==> src/rtl/aftab_csr_write_sequencer.sv <==
// AFTAB CSR write sequencer: primary write plus read-modify-write of the
// machine-level mirror of ustatus/uie/uip. Mirror path gated by AFTAB_CSR_MIRROR_EN.
module aftab_csr_write_sequencer #(
    parameter logic [31:0] USER_STATUS_MASK = 32'h0000_0011,
    parameter logic [31:0] USER_INT_MASK    = 32'h0000_0111
) (
    input  logic        clk,
    input  logic        rst,
    input  logic        startWrite,
    input  logic [11:0] csrAddress,
    input  logic [31:0] writeData,
    input  logic        mirror,
    input  logic        mirrorUstatus,
    input  logic        mirrorUie,
    input  logic        mirrorUip,
    input  logic [31:0] csrBankRdData,
    output logic [11:0] csrBankAddr,
    output logic [31:0] csrBankWrData,
    output logic        csrBankWrEn,
    output logic        busy,
    output logic        done
);

    typedef enum logic [2:0] {
        S_IDLE,
        S_WR_PRIMARY,
        S_RD_MIRROR,
        S_MERGE_WR,
        S_DONE
    } state_t;

    state_t      state_q;
    logic [11:0] addr_q;
    logic [31:0] data_q;
    logic        mirror_q;
    logic        ust_q;
    logic        uie_q;
    logic        uip_q;
    logic [11:0] bank_addr_q;
    logic        wr_en_q;
    logic        busy_q;
    logic        done_q;

    logic        take_mirror;
    logic [11:0] mirror_addr;
    logic [31:0] mask;
    logic [31:0] merge_data;

`ifdef AFTAB_CSR_MIRROR_EN
    // Only the user-level page (0x0xx) has a machine-level shadow.
    assign take_mirror = mirror_q && (addr_q[11:8] == 4'h0);
    assign mirror_addr = {4'h3, addr_q[7:0]};

    always_comb begin
        mask = 32'h0;
        if (ust_q)
            mask = USER_STATUS_MASK;
        else if (uie_q || uip_q)
            mask = USER_INT_MASK;
    end

    assign merge_data = (csrBankRdData & ~mask) | (data_q & mask);
    assign csrBankWrData = (state_q == S_MERGE_WR) ? merge_data : data_q;
`else
    logic unused_mirror_path;

    assign take_mirror   = 1'b0;
    assign mirror_addr   = 12'h000;
    assign mask          = 32'h0;
    assign merge_data    = 32'h0;
    assign csrBankWrData = data_q;
    assign unused_mirror_path = ^{USER_STATUS_MASK, USER_INT_MASK,
                                  csrBankRdData, addr_q, mirror_q,
                                  ust_q, uie_q, uip_q, take_mirror,
                                  mirror_addr, mask, merge_data};
`endif

    always_ff @(posedge clk) begin
        if (rst) begin
            state_q     <= S_IDLE;
            addr_q      <= 12'h000;
            data_q      <= 32'h0;
            mirror_q    <= 1'b0;
            ust_q       <= 1'b0;
            uie_q       <= 1'b0;
            uip_q       <= 1'b0;
            bank_addr_q <= 12'h000;
            wr_en_q     <= 1'b0;
            busy_q      <= 1'b0;
            done_q      <= 1'b0;
        end else begin
            wr_en_q <= 1'b0;
            done_q  <= 1'b0;
            unique case (state_q)
                S_IDLE: begin
                    if (startWrite) begin
                        addr_q      <= csrAddress;
                        data_q      <= writeData;
                        mirror_q    <= mirror;
                        ust_q       <= mirrorUstatus;
                        uie_q       <= mirrorUie;
                        uip_q       <= mirrorUip;
                        bank_addr_q <= csrAddress;
                        wr_en_q     <= 1'b1;
                        busy_q      <= 1'b1;
                        state_q     <= S_WR_PRIMARY;
                    end
                end
                S_WR_PRIMARY: begin
                    if (take_mirror) begin
                        bank_addr_q <= mirror_addr;
                        state_q     <= S_RD_MIRROR;
                    end else begin
                        done_q  <= 1'b1;
                        state_q <= S_DONE;
                    end
                end
`ifdef AFTAB_CSR_MIRROR_EN
                S_RD_MIRROR: begin
                    wr_en_q <= 1'b1;
                    state_q <= S_MERGE_WR;
                end
                S_MERGE_WR: begin
                    done_q  <= 1'b1;
                    state_q <= S_DONE;
                end
`endif
                S_DONE: begin
                    busy_q  <= 1'b0;
                    state_q <= S_IDLE;
                end
                default: begin
                    busy_q  <= 1'b0;
                    state_q <= S_IDLE;
                end
            endcase
        end
    end

    assign csrBankAddr = bank_addr_q;
    assign csrBankWrEn = wr_en_q;
    assign busy        = busy_q;
    assign done        = done_q;

endmodule

==> config.mk <==
export PLATFORM = sky130hd
export DESIGN_NAME = aftab_csr_write_sequencer
export DESIGN_NICKNAME = d
export VERILOG_FILES = /design/src/rtl/aftab_csr_write_sequencer.sv
export SDC_FILE = /design/constraint.sdc
export NUM_CORES = 1
export LEC_CHECK = 0
export CORE_MARGIN = 2
export CORE_UTILIZATION = 39
export DETAILED_ROUTE_END_ITERATION = 8
export PLACE_DENSITY = 0.8
export SETUP_SLACK_MARGIN = 0.05
export SYNTH_ARGS = -nofsm -noshare
export SYNTH_HDL_FRONTEND = slang
export SYNTH_SLANG_ARGS = --single-unit
==> constraint.sdc <==
create_clock -name clk -period 1.31 [get_ports clk]
set_input_delay 0.262 -clock clk [delete_from_list [all_inputs] [get_ports clk]]
set_output_delay 0.262 -clock clk [all_outputs]
set_load 0.03 [all_outputs]
==> reports/results.ini <==
[yosys]
synth_seq_cells = 49
synth-compound-area-share = 0.003219
synth_cell_type_count = 17
synth_top_family_by_area = simple AND/OR/NAND/NOR gates
synth.avg_cell_area_um2 = 11.49
muxShareOfSynthArea = 0.1888
synth-seq-area-share = 0.4206
syn_nets = 286
synth_xor_area_frac = 0
yosys.area_share.simple = 0.3219
syn_inst = 203
syn_area_um2 = 2332
synth_adder_area_share = 0
synth_warnings = 0

[cts]
htreeDepth = 2
clock_latency_ns = 0.29
clock_path_buffers = 2
numCtsBuffers = 5
ctsHoldBuffers = 0
root_buffer = clkbuf_8
cts_sinks = 49
clk_pin_slew_ns = 0.09
cts_tree = yes

[place]
io_buffers = 93
place_inst = 361
hpwl_um = 3010
gp_congestion = 0.6486

[critical_path]
worstPathMaxFanout = 2
worstPathArrival_ns = 0.95
crit_type = flip-flop to output pin
max_stage_delay_ns = 0.35
cp-start-kind = flip-flop
crit_path_cell_trace = clkdlybuf4s15_2
crit_slowest_cell = dfxtp_1
end_kind = output pin
required_ns = 1.05
rrSetupSlack_ns = 0.13
crit_family = flip-flops
cp_num_buf_inv = 1

[timing]
min_period_over_period = 0.9248
setup_tns_ns = 0
setup_violations = 0
fin_skew_ns = 0.006994
slew_violations = 0
timing.hold.ws_ns = 0.3665
min_period_ns = 1.211
hold_viol = 0
max_freq_mhz = 825.4
relSlewSlack = 0.8342
rsz0062_at_grt = false
tightest_slew_ns = 0.2487

[global_routing]
grt_pass1_vias = 1601
grt_pass1_wl_um = 6962
antenna_found_initial = 0
grt_max_degree = 90
track_usage = 0.1347
overflow = 0

[power]
power_frac_comb = 0.258
peakVddDrop_v = 0.0005263
switchingPower_w = 0.0009609
clockPowerShare = 0.271
total_leakage_power_nw = 1.389
p_int_w = 0.002554
switching_share = 0.2734
powerDensity_nw_per_um2 = 1019
p_seq_frac = 0.471

[die]
die-width_um = 81.33
initial_core_util = 0.3986
row_count = 28
die_h_um = 81.33
io_pins = 130
coreArea_um2 = 5851
dieArea_um2 = 6615

[run_status]
status = finished clean

[hold_path]
min_path_type = input pin to flip-flop

[layout]
drive_gt1_frac = 0.4200
final_util = 0.5898
nNetsFinal = 382
fill_cells = 499
instances_no_fill = 375
syn2layout_area_growth_pct = 47.96
diodes = 0

[routing]
viasPerCell = 4.376
wire_per_inst_um = 12.57
firstDrtPassIters = 4
drc = 0
wirelength_um = 4713
detailroute.via_count = 1641
ant_nets = 0
drtIter0Drc = 15

[job]
max_cap_violations = 0

## placed cells by master (no fill, tap or decap), drive strengths merged
| master | count |
|---|---|
| clkinv | 1 |
| dfxtp | 49 |
| and2 | 4 |
| mux2i | 44 |
| clkdlybuf4s18 | 1 |
| dlymetal6s2s | 1 |
| nand2b | 75 |
| buf | 24 |
| o21a | 1 |
| nor2 | 1 |
| clkdlybuf4s15 | 27 |
| nor3b | 1 |
| clkdlybuf4s50 | 44 |
| or2b | 13 |
| and2b | 1 |
| clkbuf | 13 |
## sequential cells by signal (all words and copies together), names as in the netlist
register / flops
state_q: 2
csrBankAddr: 12
busy: 1
csrBankWrData: 32
csrBankWrEn: 1
done: 1
## stage by stage
stage,area [µm²],setup slack (ns),power (W)
after floorplan,2332,0.2728,0.002224
after global routing,3451,0.05002,0.003695
after CTS,3396,0.01384,0.003525
after detailed placement,3251,-0.3002,0.002579
after global placement,3251,-0.2434,0.002564
final,3451,0.09854,0.003515
## cell type report
type | instances | area [µm²] | share of cell area
multi-input cells | 140 | 1209 | 0.3503
repair buffers | 103 | 1066 | 0.3089
flip-flops and latches | 49 | 980.9 | 0.2843
clock buffers | 7 | 96.34 | 0.02792
well taps | 75 | 93.84 | 0.02719
clock inverters | 1 | 5.005 | 0.001450
## power groups by stage
stage	clock network, W	registers, W	logic [W]
6_report	0.000952	0.00166	0.000906
5_1_grt	0.00106	0.00167	0.000963
4_1_cts	0.00100	0.00166	0.000864
3_5_place_dp	0	0.00169	0.000887
3_3_place_gp	0	0.00169	0.000876
2_1_floorplan	0	0.00189	0.000337
## worst paths after layout
check / start / to / depth (start not counted)
worst max-delay path: csrBankWrData[21] / csrBankWrData[21] / 1
worst min-delay path: startWrite / busy / 3
worst max register to register: state_q[0] / csrBankAddr[2] / 4
worst min register to register: csrBankWrData[18] / csrBankWrData[18] / 2
## routing by layer
metal / track usage / vias to the layer above / share of wire
met1: 0.1491 / 752 / 0.45
li1: - / 836 / -
met4: 0.04068 / 0 / 0.0040
met5: 0 / - / 0
met2: 0.2402 / 51 / 0.48
met3: 0.04778 / 2 / 0.063
## synthesized netlist by cell type
master    instances  area [µm²]
nand2b_2         50       437.9
dfxtp_1          49       980.9
mux2i_1          44       440.4
nand2b_1         25       156.4
or2b_2            8       70.07
or2b_1            5       37.54
and2_1            4       25.02
buf_12            4       80.08
buf_6             3       33.78
buf_2             2       10.01
clkbuf_2          2       10.01
clkbuf_4          2       15.01
and2b_1           1       7.510
clkbuf_1          1       3.750
nor2_1            1       3.750
nor3b_2           1       12.51
o21a_1            1       7.510
## cell families after synthesis
group,count (synthesis)
buffers and inverters,14
and+or+nand+nor,95
muxes,44
DFF,49
AOI/OAI and AO/OA,1
## timing repair
| action | CTS | global route |
|---|---|---|
| cloned | 0 | 4 |
| pin swaps | 0 | 0 |
| endpoints found under the setup margin | 45 | 55 |
| buffers inserted | 0 | 2 |
| gates resized for setup | 111 | 22 |
(Power assumes the default switching activity.)
